## src/rtl/clock_monitor_pkg.sv

```systemverilog
// Shared state encoding and default constants for the clock monitor.
// Top and sub-module import this so parameter defaults stay in one place.
package clock_monitor_pkg;

    typedef enum logic [1:0] {
        S_IDLE  = 2'd0,
        S_ALIGN = 2'd1,
        S_MEAS  = 2'd2
    } state_e;

    localparam int unsigned DEF_CNT_WIDTH   = 8;
    localparam int unsigned DEF_EXP_HALF    = 4;
    localparam int unsigned DEF_TOL         = 1;
    localparam int unsigned DEF_SYNC_STAGES = 2;
    localparam int unsigned DEF_LOCK_COUNT  = 4;
    localparam int unsigned DEF_TIMEOUT     = 32;

endpackage

```

## src/rtl/clock_monitor_sync_edge_det.sv

```systemverilog
// Multi-flop synchronizer followed by a registered rise/fall detector.
// Edges are suppressed until the pipeline has refilled after reset.
module sync_edge_det
    import clock_monitor_pkg::*;
#(
    parameter int unsigned C_SYNC_STAGES = DEF_SYNC_STAGES
) (
    input  logic clk,
    input  logic rst,
    input  logic async_i,
    output logic level_o,
    output logic rise_o,
    output logic fall_o
);

    logic [C_SYNC_STAGES-1:0] sync_q;
    logic [C_SYNC_STAGES:0]   prime_q;
    logic                     level_q;
    logic                     rise_q;
    logic                     fall_q;

    // prime_q keeps a reset-filled chain from looking like a real edge
    always_ff @(posedge clk or posedge rst) begin
        if (rst) begin
            sync_q  <= '0;
            prime_q <= '0;
            level_q <= 1'b0;
            rise_q  <= 1'b0;
            fall_q  <= 1'b0;
        end else begin
            sync_q  <= {sync_q[C_SYNC_STAGES-2:0], async_i};
            prime_q <= {prime_q[C_SYNC_STAGES-1:0], 1'b1};
            level_q <= sync_q[C_SYNC_STAGES-1];
            rise_q  <= prime_q[C_SYNC_STAGES] &  sync_q[C_SYNC_STAGES-1] & ~level_q;
            fall_q  <= prime_q[C_SYNC_STAGES] & ~sync_q[C_SYNC_STAGES-1] &  level_q;
        end
    end

    assign level_o = level_q;
    assign rise_o  = rise_q;
    assign fall_o  = fall_q;

endmodule

```

## src/rtl/clock_monitor.sv

```systemverilog
// Measures high/low/period of an asynchronous clock in clk cycles, checks each
// half against an expected value, tracks lock and flags a stopped clock.
module clock_monitor
    import clock_monitor_pkg::*;
#(
    parameter int unsigned C_CNT_WIDTH   = DEF_CNT_WIDTH,
    parameter int unsigned C_EXP_HALF    = DEF_EXP_HALF,
    parameter int unsigned C_TOL         = DEF_TOL,
    parameter int unsigned C_SYNC_STAGES = DEF_SYNC_STAGES,
    parameter int unsigned C_LOCK_COUNT  = DEF_LOCK_COUNT,
    parameter int unsigned C_TIMEOUT     = DEF_TIMEOUT
) (
    input  logic                   clk,
    input  logic                   rst,
    input  logic                   enable,
    input  logic                   clear_err,
    input  logic                   clk_mon_in,
    output logic                   period_valid,
    output logic [C_CNT_WIDTH-1:0] high_out,
    output logic [C_CNT_WIDTH-1:0] low_out,
    output logic [C_CNT_WIDTH:0]   period_out,
    output logic                   locked,
    output logic                   err_period,
    output logic                   err_stopped,
    output logic [7:0]             err_count
);

    localparam int unsigned LOCK_W = $clog2(C_LOCK_COUNT + 1);
    localparam int unsigned TO_W   = $clog2(C_TIMEOUT + 1);

    logic                   level, rise, fall;
    state_e                 state_q;
    logic [C_CNT_WIDTH-1:0] hi_cnt_q, lo_cnt_q;
    logic [LOCK_W-1:0]      good_cnt_q, good_sat;
    logic [TO_W-1:0]        idle_cnt_q, idle_inc;
    logic                   stopped_q;
    logic                   period_valid_q, locked_q;
    logic [C_CNT_WIDTH-1:0] high_q, low_q;
    logic [C_CNT_WIDTH:0]   period_q;
    logic                   err_period_q, err_period_d;
    logic                   err_stopped_q, err_stopped_d;
    logic [7:0]             err_count_q, err_count_d, err_base;
    logic                   edge_seen, timeout_hit, meas_bad, err_event;

    sync_edge_det #(.C_SYNC_STAGES(C_SYNC_STAGES)) u_sync (
        .clk     (clk),
        .rst     (rst),
        .async_i (clk_mon_in),
        .level_o (level),
        .rise_o  (rise),
        .fall_o  (fall)
    );

    // Widened unsigned distance; a saturated counter can never be in tolerance
    function automatic logic half_ok(input logic [C_CNT_WIDTH-1:0] cnt);
        logic [C_CNT_WIDTH:0] w, e, diff;
        w    = {1'b0, cnt};
        e    = (C_CNT_WIDTH+1)'(C_EXP_HALF);
        diff = (w >= e) ? (w - e) : (e - w);
        return (diff <= (C_CNT_WIDTH+1)'(C_TOL)) && (cnt != '1);
    endfunction

    always_comb begin
        edge_seen   = rise | fall;
        idle_inc    = idle_cnt_q + TO_W'(1);
        good_sat    = (good_cnt_q == LOCK_W'(C_LOCK_COUNT)) ? good_cnt_q : good_cnt_q + LOCK_W'(1);
        timeout_hit = enable && (state_q != S_IDLE) && !stopped_q && !edge_seen
                      && (idle_inc == TO_W'(C_TIMEOUT));
        meas_bad    = enable && (state_q == S_MEAS) && rise
                      && !(half_ok(hi_cnt_q) && half_ok(lo_cnt_q));
        err_event   = timeout_hit | meas_bad;
        err_base    = clear_err ? 8'd0 : err_count_q;
        err_count_d = (err_event && err_base != 8'hFF) ? err_base + 8'd1 : err_base;
        err_period_d  = meas_bad    | (err_period_q  & ~clear_err);
        err_stopped_d = timeout_hit | (err_stopped_q & ~clear_err);
    end

    always_ff @(posedge clk or posedge rst) begin
        if (rst) begin
            state_q        <= S_IDLE;
            hi_cnt_q       <= '0;
            lo_cnt_q       <= '0;
            good_cnt_q     <= '0;
            idle_cnt_q     <= '0;
            stopped_q      <= 1'b0;
            period_valid_q <= 1'b0;
            high_q         <= '0;
            low_q          <= '0;
            period_q       <= '0;
            locked_q       <= 1'b0;
            err_period_q   <= 1'b0;
            err_stopped_q  <= 1'b0;
            err_count_q    <= '0;
        end else begin
            period_valid_q <= 1'b0;
            err_period_q   <= err_period_d;
            err_stopped_q  <= err_stopped_d;
            err_count_q    <= err_count_d;
            if (!enable) begin
                state_q    <= S_IDLE;
                locked_q   <= 1'b0;
                good_cnt_q <= '0;
                hi_cnt_q   <= '0;
                lo_cnt_q   <= '0;
                idle_cnt_q <= '0;
                stopped_q  <= 1'b0;
            end else begin
                // Quiet-time watchdog; one timeout per quiet spell
                if (edge_seen) begin
                    idle_cnt_q <= '0;
                    stopped_q  <= 1'b0;
                end else if (timeout_hit) begin
                    idle_cnt_q <= '0;
                    stopped_q  <= 1'b1;
                end else if (!stopped_q && state_q != S_IDLE) begin
                    idle_cnt_q <= idle_inc;
                end
                case (state_q)
                    S_IDLE: state_q <= S_ALIGN;
                    S_ALIGN: begin
                        if (timeout_hit) begin
                            locked_q   <= 1'b0;
                            good_cnt_q <= '0;
                        end else if (rise) begin
                            state_q  <= S_MEAS;
                            hi_cnt_q <= C_CNT_WIDTH'(1);
                            lo_cnt_q <= '0;
                        end
                    end
                    S_MEAS: begin
                        if (timeout_hit) begin
                            state_q    <= S_ALIGN;
                            locked_q   <= 1'b0;
                            good_cnt_q <= '0;
                            hi_cnt_q   <= '0;
                            lo_cnt_q   <= '0;
                        end else if (rise) begin
                            period_valid_q <= 1'b1;
                            high_q         <= hi_cnt_q;
                            low_q          <= lo_cnt_q;
                            period_q       <= {1'b0, hi_cnt_q} + {1'b0, lo_cnt_q};
                            hi_cnt_q       <= C_CNT_WIDTH'(1);
                            lo_cnt_q       <= '0;
                            if (meas_bad) begin
                                good_cnt_q <= '0;
                                locked_q   <= 1'b0;
                            end else begin
                                good_cnt_q <= good_sat;
                                locked_q   <= (good_sat == LOCK_W'(C_LOCK_COUNT));
                            end
                        end else if (level) begin
                            if (hi_cnt_q != '1) hi_cnt_q <= hi_cnt_q + C_CNT_WIDTH'(1);
                        end else begin
                            if (lo_cnt_q != '1) lo_cnt_q <= lo_cnt_q + C_CNT_WIDTH'(1);
                        end
                    end
                    default: state_q <= S_IDLE;
                endcase
            end
        end
    end

    assign period_valid = period_valid_q;
    assign high_out     = high_q;
    assign low_out      = low_q;
    assign period_out   = period_q;
    assign locked       = locked_q;
    assign err_period   = err_period_q;
    assign err_stopped  = err_stopped_q;
    assign err_count    = err_count_q;

endmodule

```

## config.mk

```make
export PLATFORM = sky130hd
export DESIGN_NAME = clock_monitor
export DESIGN_NICKNAME = d
export VERILOG_FILES = /design/src/rtl/clock_monitor_pkg.sv /design/src/rtl/clock_monitor_sync_edge_det.sv /design/src/rtl/clock_monitor.sv
export SDC_FILE = /design/constraint.sdc
export NUM_CORES = 1
export LEC_CHECK = 0
export ABC_AREA = 0
export BUFFER_PORTS_ARGS = -buffer_cell sky130_fd_sc_hd__buf_2
export CELL_PAD_IN_SITES_DETAIL_PLACEMENT = 2
export CELL_PAD_IN_SITES_GLOBAL_PLACEMENT = 2
export CORE_ASPECT_RATIO = 0.6
export CORE_MARGIN = 1.5
export CORE_UTILIZATION = 40
export DETAILED_ROUTE_END_ITERATION = 12
export PLACE_DENSITY = 0.84
export SLEW_MARGIN = 30
export SYNTH_ARGS = -nofsm -noshare
export SYNTH_HDL_FRONTEND = slang
export SYNTH_SLANG_ARGS = --single-unit
```

## constraint.sdc

```tcl
create_clock -name clk -period 7.1 [get_ports clk]
set_clock_uncertainty 0.1 [all_clocks]
set_input_delay 0.71 -clock clk [delete_from_list [all_inputs] [get_ports clk]]
set_output_delay 0.71 -clock clk [all_outputs]
set_load 0.02 [all_outputs]
```

==> results of run 1 <==
## cell families (layout without fill, tap and decap cells)
kind of cell	after synthesis	in the layout	share of synthesized area, %
XOR/XNOR	20	20	4.18
AO/OA/AOI/OAI	94	94	15.5
other	1	1	0.0896
buffers and inverters	51	88	5.32
adder cells (fa/ha/maj)	26	26	7.95
flip-flops	73	73	43.6
multiplexers	15	15	3.97
AND/OR/NAND/NOR	156	156	19.3
## placed cells by master (no fill, tap or decap), drive strengths merged, types with 3 or more instances in the layout
cell     netlist  layout
xnor2         14      14
nor4           4       4
o21ai         34      34
nor2b          9       9
ha            25      25
inv           29      29
nand2         41      41
o31ai          3       3
nor3          10      10
dfrtp         73      73
nand4          7       7
buf           10      43
xor2           6       6
a21o           6       6
nand3b         3       3
nand3         14      14
a2111oi        4       4
o22ai          3       3
clkbuf        12      11
or3            8       8
a21boi         3       3
and3           6       6
mux2          13      13
a31oi          3       3
a211oi         3       3
a21oi         18      18
nand2b         4       4
nor2          39      39
## worst min path at each step
stage	from	slack [ps]	cells past startpoint	end
after floorplan	u_sync.prime_q[0]	230	0	u_sync.prime_q[1]
after global placement	u_sync.sync_q[0]	230	0	u_sync.sync_q[1]
after detailed placement	u_sync.prime_q[0]	250	0	u_sync.prime_q[1]
after CTS	u_sync.prime_q[0]	260	0	u_sync.prime_q[1]
after global routing	u_sync.prime_q[1]	270	0	u_sync.prime_q[2]
final	u_sync.prime_q[0]	260	0	u_sync.prime_q[1]
## critical path, stage by stage (launching register included)
cell,delay [ps]
dfrtp_1,540
inv_1,180
ha_1,290
a211oi_1,470
and4b_1,270
o22ai_1,110
a2111oi_2,400
a21o_1,390
a21oi_1,180
mux2_1,340
## report_power, final
part / switching (uW) / internal [uW] / total, uW
logic: 29.7 / 11.3 / 41.0
registers: 6.85 / 421 / 428
clock network: 180 / 280 / 460
total: 216 / 713 / 929
## state kept, by name, summed over array words and instances, names as in the netlist, 2 cells and up
register / flops
lo_cnt_q: 8
state_q: 2
hi_cnt_q: 8
low_out: 8
err_count: 8
good_cnt_q: 3
period_out: 9
high_out: 8
idle_cnt_q: 6
u_sync.sync_q: 2
u_sync.prime_q: 3
## per-layer routing
layer | vias up | wire [um] | track usage (%)
met1 | 1831 | 6380 | 33.8
li1 | 1584 | - | -
met4 | 0 | 139 | 6.45
met5 | - | 0 | 0
met2 | 53 | 5760 | 39.6
met3 | 11 | 354 | 4.21
## per-stage QoR
step	power (uW)	utilization [%]	cell area [um2]
2_1_floorplan	461	-	4190
3_3_place_gp	472	44.5	4460
3_5_place_dp	475	44.6	4470
4_1_cts	940	47.6	4770
5_1_grt	957	47.7	4780
6_report	929	47.7	4780
## area by class of cell
type	count	area (um2)
clock buffers	11	243
clock inverters	5	55.1
fillers	1087	5240
inverters	29	109
multi-input cells	312	2150
flip-flops and latches	73	1830
well taps	135	169
repair buffers	43	224
==> impl_metrics.toml, run 1 <==
[yosys]
ys_top_cells_by_area = "dfrtp_1 44%, ha_1 7.5%, o21ai_0 4.1%, nand2_1 3.7%, nor2_1 3.4%"
syn-num-nets = 467
synthTopCellsByCount = "73 x dfrtp_1, 41 x nand2_1, 38 x nor2_1"
yosysSeqAreaShare_pct = 43.6
ys_ff_latch = 73
synth_edf_count = 0
postSynth.asyncResetShare_pct = 100
synth_top_area_cell = "dfrtp_1"
syn_avg_cell_area_um2 = 9.60
synth_warnings = 0
yosys_most_used_dff = "dfrtp_1"
yosysMostFrequentCell = "dfrtp_1"
synth.distinct_cells = 65
postSynthCellCount = 436
synth_top_area_share_pct = 43.6
synth.cell_area_um2 = 4190

[floorplan]
start_util_pct = 41.8
dieArea_um2 = 11100
core_um2 = 10000
die_w_um = 135
die_h_um = 82.2
io_pins = 42
rows = 28

[drt]
detail_route.first_pass.iterations = 4
drt-vias-per-instance = 5.72
wl_per_cell_um = 20.8
vias = 3479
first_iter_violations = 183
drc_errors = 0
drtAntennaViolNets = 0
routed_wl_um = 12600

[clocking]
cts_tree = "done"
clkLatencyLatePin_ps = 340
ctsHoldBuffers = 0
post_cts_buffers = 0
clockRootBuffer = "clkbuf_16"
cts.sink_count = 73
cts_buffers = 9
cts_buffer_depth = 2
post_cts_resized = 0
clk_pin_slew_ps = 60
h-tree-depth = 3

[sta]
slew_viol_final = 0
period_needed_ps = 3410
fmax_mhz = 293
fin_setup_tns_ps = 0
relSlewSlack_pct = 46.5
period_share_pct = 48.1
worst_slew_pin_slew_ps = 800
setup_viol = 0
rsz0062_at_grt = "false"
setup_slack_ps = 3690
whs_ps = 259
hold_viol_final = 0

[critical_path]
worstSetupEndpointType = "flop"
r2r-start = "lo_cnt_q[1]"
cp.required_ps = 7220
r2r-end = "err_count[1]"
path_class = "flop to flop"
critPathLaunch = "lo_cnt_q[1]"
worstPathArrival_ps = 3530
crit_end = "err_count[1]"
reg2reg_setup_slack_ps = 3690
start_kind = "flop"
cp_max_fo = 8
reg2reg_depth = 9

[global_routing]
antenna_found_initial = 0
grt_pass1_wl_um = 20400
grt_max_degree = 74
grt.overflow.total = 0
grt_pass1_vias = 3815
grt_use_total_pct = 24.3

[placement]
dpl.cell_count = 592
gp_congestion = 0.828
pre_cts_slack_ps = 3390
portBuffers = 41
dpl.hpwl_um = 8680

[layout]
drive_above_1_share_pct = 18.0
diodes = 0
syn_to_final_growth_pct = 14.1
fin_cells = 608
nNetsFinal = 499

[power]
peakVddDrop_uv = 117
power_density_nw_per_um2 = 194
leakagePower_uw = 0.00223

[hold_path]
hold_class = "flop to flop"

[status]
status = "finished clean"

[run]
max-cap-violations = 0
No activity file was read; power rests on OpenSTA's default activity.
==> inputs of run 2 (changes only) <==
Settings changed: ABC_AREA 0 to 1, CORE_UTILIZATION 40 to 32, PLACE_DENSITY 0.84 to 0.76.
Clock period 7.1 ns to 2.75 ns, I/O delays scaled along.
==> impl_metrics.toml, run 2 <==
[status]
status = "finished clean"

[yosys]
synth.cell_area_um2 = 4260
synth.distinct_cells = 35
synth_top_area_cell = "dfrtp_1"
synth_warnings = 0
yosys_most_used_dff = "dfrtp_1"
syn-num-nets = 558
syn_avg_cell_area_um2 = 8.08
synthTopCellsByCount = "129 x nand2_1, 73 x dfrtp_1, 61 x inv_1"
postSynthCellCount = 527
synth_top_area_share_pct = 42.9
ys_ff_latch = 73
postSynth.asyncResetShare_pct = 100
yosysMostFrequentCell = "nand2_1"
yosysSeqAreaShare_pct = 42.9
synth_edf_count = 0
ys_top_cells_by_area = "dfrtp_1 43%, nand2_1 11%, ha_1 7.3%, inv_1 5.4%, o21ai_0 4.7%"

[clocking]
clk_pin_slew_ps = 60
cts.sink_count = 73
clkLatencyLatePin_ps = 340
clockRootBuffer = "clkbuf_16"
h-tree-depth = 3
cts_buffer_depth = 2
cts_tree = "done"
cts_buffers = 9

[critical_path]
crit_end = "err_count[0]"
worstPathArrival_ps = 2740
start_kind = "flop"
cp.required_ps = 2930
path_class = "flop to flop"
reg2reg_depth = 15
cp_max_fo = 9
worstSetupEndpointType = "flop"
critPathLaunch = "hi_cnt_q[0]"
reg2reg_setup_slack_ps = 190
r2r-end = "err_count[0]"
r2r-start = "hi_cnt_q[0]"

[layout]
mostFrequentLayoutCells = "129 x nand2_1, 72 x dfrtp_1, 59 x inv_1"
diodes = 0
drive_above_1_share_pct = 16.5
nNetsFinal = 615
syn_to_final_growth_pct = 19.7
final_area_um2 = 5090
final_common_cell = "nand2_1"
largest_reg_flops = 9

[sta]
worst_slew_pin_slew_ps = 576
fmax_mhz = 391
whs_ps = 216
slew_viol_final = 0
setup_viol = 0
hold_viol_final = 0
period_share_pct = 93.1
relSlewSlack_pct = 61.6
period_needed_ps = 2560

[drt]
detail_route.first_pass.iterations = 4
drt-vias-per-instance = 4.96
vias = 3761
routed_wl_um = 14000
wl_per_cell_um = 18.5
drc_errors = 0
drtAntennaViolNets = 0
first_iter_violations = 138

[floorplan]
core_um2 = 12900
dieArea_um2 = 14000
io_pins = 42
rows = 32
die_h_um = 92.3
start_util_pct = 33.0
die_w_um = 152

[run]
max-cap-violations = 0

[placement]
place_area_um2 = 4690
portBuffers = 41
gp_congestion = 0.880
dpl.hpwl_um = 10200

[power]
leakagePower_uw = 0.00259
peakVddDrop_uv = 298
power_density_nw_per_um2 = 625

[global_routing]
grt_max_degree = 64
antenna_found_initial = 0
grt_pass1_vias = 4161
grt_pass1_wl_um = 23000
grt_use_total_pct = 21.1
grt.overflow.total = 0

[hold_path]
hold_class = "input port to flop"
-- run 2: changes by cell type in the layout (fill, tap and decap cells not counted), moves of 9 or more --
cell     change
xor2_1      +11
inv_1       +31
mux2_2      -12
nand3_1     +13
buf_4        +9
nor2_1      +10
nand2_1     +88
nor2b_1      -9
-- run 2: what timing repair did --
action                                  CTS  global route
gates resized for setup                   0             2
hold buffers                              2             0
setup buffers                             0             5
hold endpoints to repair                 11             0
endpoints found under the setup margin    0             8
-- run 2: cell families after synthesis --
group / count (synthesis) / share of synthesized area, %
and+or+nand+nor: 256 / 28.1
other: 1 / 0.0881
muxes: 2 / 0.470
xor gates and xnor gates: 23 / 4.73
buffers and inverters: 73 / 6.79
DFF: 73 / 42.9
AOI/OAI and AO/OA: 73 / 9.08
adders and majority gates: 26 / 7.82
-- run 2: cell type report --
type                            instances  area (um2)
Multi-Input combinational cell        381        2140
Inverter                               65         248
Sequential cell                        73        1830
Timing Repair Buffer                   54         320
Tap cell                              170         213
Clock buffer                            9         225
Clock inverter                          7         119
Fill cell                            1499        7800
-- run 2: power by group --
group          switching (uW)  total, uW  internal (uW)
combinational             420        598            179
sequential               67.5       1210           1140
clock                     492       1380            886
total                     979       3190           2210
-- run 2: how the worst min path moves through the flow --
stage	startpoint	end	slack, ps	depth (start not counted)
floorplan	clk_mon_in	u_sync.sync_q[0]	210	0
global placement	rst	u_sync.prime_q[0]	120	2
detailed placement	rst	u_sync.prime_q[0]	130	2
CTS	clear_err	err_count[1]	210	4
global route	enable	hi_cnt_q[7]	220	3
finish	clear_err	err_count[1]	220	4
-- run 2: stage by stage --
step | util (%) | cells | setup TNS, ps | worst slack, ps | power, uW
after detailed placement | 36.4 | 736 | 0 | 135 | 1800
after global placement | 36.4 | 736 | 0 | 265 | 1780
after floorplan | - | 527 | 0 | 522 | 1590
after CTS | 39.2 | 754 | 0 | 113 | 3230
final | 39.5 | 759 | 0 | 189 | 3190
after global routing | 39.5 | 759 | -24.0 | -21.8 | 3330
-- run 2: critical path: stages (launching register included) --
cell      delay, ps
dfrtp_1         470
inv_1           220
ha_1            220
nand2_1          90
nand3b_1        200
nand2_2         170
nor2_1           80
nor2_1          120
nand3_1          90
nor2_1          100
nand2_1         110
nand2_4         110
nand2_4         110
nand2_4         140
nand2_1          90
nand2_1          80
-- run 2: per-layer routing --
| layer | global-route usage, % | vias to the layer above | wire length [um] | share of wire (%) |
|---|---|---|---|---|
| met5 | 0 | - | 0 | 0 |
| met4 | 4.29 | 0 | 130 | 0.93 |
| met3 | 4.59 | 13 | 480 | 3.4 |
| met1 | 30.8 | 1869 | 7340 | 52 |
| li1 | - | 1821 | - | - |
| met2 | 31.9 | 58 | 6090 | 43 |
==> inputs of run 3 (changes only) <==
Settings changed: ABC_AREA 1 to default, CORE_UTILIZATION 32 to 34.
==> impl_metrics.toml, run 3 (synthesized netlist as in run 1, its figures left out) <==
[floorplan]
start_util_pct = 34.8
die_w_um = 146
io_pins = 42
rows = 31
dieArea_um2 = 13000
die_h_um = 89.0
core_um2 = 12000

[critical_path]
worstSetupEndpointType = "flop"
slowest_delay_ps = 430
crit_chain = "ha_1 > nor3_2 > a31oi_1 > a2111oi_4 > buf_4 > o41ai_4 > buf_4 > buf_4 > nor4_4 > xnor2_1 > nor2_2"
slowest_stage = "dfrtp_1"
r2r-start = "idle_cnt_q[1]"
r2r-end = "hi_cnt_q[7]"
cp_common_cell = "buf_4"
worstPathArrival_ps = 2830
reg2reg_setup_slack_ps = 50
reg2reg_depth = 11
critPathBufInv = 3
cp.required_ps = 2880
cp_max_fo = 11
path_delay_family = "compound AO/OA/AOI/OAI gates"
start_kind = "flop"
path_class = "flop to flop"

[drt]
first_iter_violations = 195
vias = 3675
drc_errors = 0
routed_wl_um = 14500
wl_per_cell_um = 20.9
detail_route.first_pass.iterations = 4
drt-vias-per-instance = 5.30
drtAntennaViolNets = 0

[placement]
dpl.cell_count = 664
gp_congestion = 0.811
portBuffers = 41
dpl.hpwl_um = 9260

[clocking]
cts_tree = "done"
cts.sink_count = 73
clkLatencyLatePin_ps = 340
clockRootBuffer = "clkbuf_16"
h-tree-depth = 3
clk_pin_slew_ps = 60
cts_buffers = 9
cts_buffer_depth = 2

[power]
power_density_nw_per_um2 = 488
p_seq_share_pct = 41.3
clockPowerShare_pct = 53.2
peakVddDrop_uv = 310
power_frac_comb_pct = 5.5
design_power_total_uw = 2660
leakagePower_uw = 0.00256
switching_power_uw = 582
intPower_uw = 2080
p_sw_share_pct = 21.9

[layout]
final_common_cell = "dfrtp_1"
fillers = 1239
diodes = 0
largest_reg_flops = 9
drive_above_1_share_pct = 30.4
nNetsFinal = 555
syn_to_final_growth_pct = 30.2
mostFrequentLayoutCells = "70 x dfrtp_1, 53 x buf_4, 41 x nand2_1, 41 x buf_2, 38 x nor2_1"
fin_cells = 694

[sta]
worst_slew_pin_slew_ps = 557
fmax_mhz = 370
period_share_pct = 98.2
rsz0062_at_grt = "true"
slew_viol_final = 0
period_needed_ps = 2700
hold_viol_final = 0
setup_viol = 0
relSlewSlack_pct = 62.5

[global_routing]
grt_use_total_pct = 22.6
grt.overflow.total = 0
antenna_found_initial = 0
grt_pass1_wl_um = 22400
grt_pass1_vias = 3914
grt_max_degree = 74

[hold_path]
min_path_cells = 3
min_to = "state_q[0]"
hold_class = "input port to flop"
hp-start = "enable"

[status]
status = "finished clean"

[run]
max-cap-violations = 0
[run 3: how the worst max path moves through the flow]
stage                       start           end  slack [ps]  cells past startpoint
floorplan             lo_cnt_q[2]  err_count[1]           2                     10
global placement      lo_cnt_q[3]  err_count[3]         -30                     10
detailed placement    lo_cnt_q[3]  err_count[5]        -170                     10
CTS                   hi_cnt_q[3]  err_count[7]           1                     10
global route        idle_cnt_q[1]   hi_cnt_q[7]        -100                     11
finish              idle_cnt_q[1]   hi_cnt_q[7]          50                     11
[run 3: power groups by stage]
stage                     logic [uW]  registers (uW)  clock network [uW]
after floorplan                 74.0            1120                   0
after global placement           121            1110                   0
after detailed placement         128            1120                   0
after CTS                        135            1100                1440
after global routing             159            1100                1480
final                            147            1100                1410
[run 3: metal layers]
metal  track usage, %  part of all wire (%)  vias to the layer above
li1                 -                     -                     1694
met1             31.1                    49                     1883
met2             37.1                    47                       77
met3             4.44                   3.3                       21
met4             5.69                   1.4                        0
met5                0                     0                        -
[run 3: timing repair]
item	4_1_cts	5_1_grt
cloned	0	0
endpoints found under the hold margin	74	0
hold buffers	2	0
setup endpoints to repair	13	20
setup buffers	2	10
gates resized for setup	8	28
pin swaps	6	12
[run 3: final cells by class]
cell class / count / area [um2] / area share (%)
multi-input cells: 312 / 2280 / 41.9
inverters: 29 / 109 / 2.00
flip-flops and latches: 73 / 1830 / 33.6
clock inverters: 4 / 98.8 / 1.81
clock buffers: 12 / 256 / 4.71
well taps: 165 / 206 / 3.79
repair buffers: 99 / 666 / 12.2
[run 3: stage by stage]
| stage | setup TNS [ps] | setup WS (ps) | util, % | hold slack [ps] | instance area [um2] |
|---|---|---|---|---|---|
| 4_1_cts | 0 | 1.33 | 43.8 | 239 | 5270 |
| 3_5_place_dp | -1440 | -174 | 40.2 | 236 | 4840 |
| 3_3_place_gp | -155 | -31.6 | 40.1 | 232 | 4830 |
| 6_report | 0 | 50.8 | 45.3 | 245 | 5450 |
| 2_1_floorplan | 0 | 1.95 | - | 206 | 4190 |
| 5_1_grt | -520 | -100 | 45.3 | 256 | 5450 |
[run 3: worst register-to-register path: cells and delay by family (launching register included)]
| kind | cells | cell delay [ps] |
|---|---|---|
| buffers and inverters | 3 | 540 |
| and+or+nand+nor | 3 | 440 |
| xor gates and xnor gates | 1 | 160 |
| DFF | 1 | 430 |
| adders and majority gates | 1 | 280 |
| AOI/OAI and AO/OA | 3 | 620 |
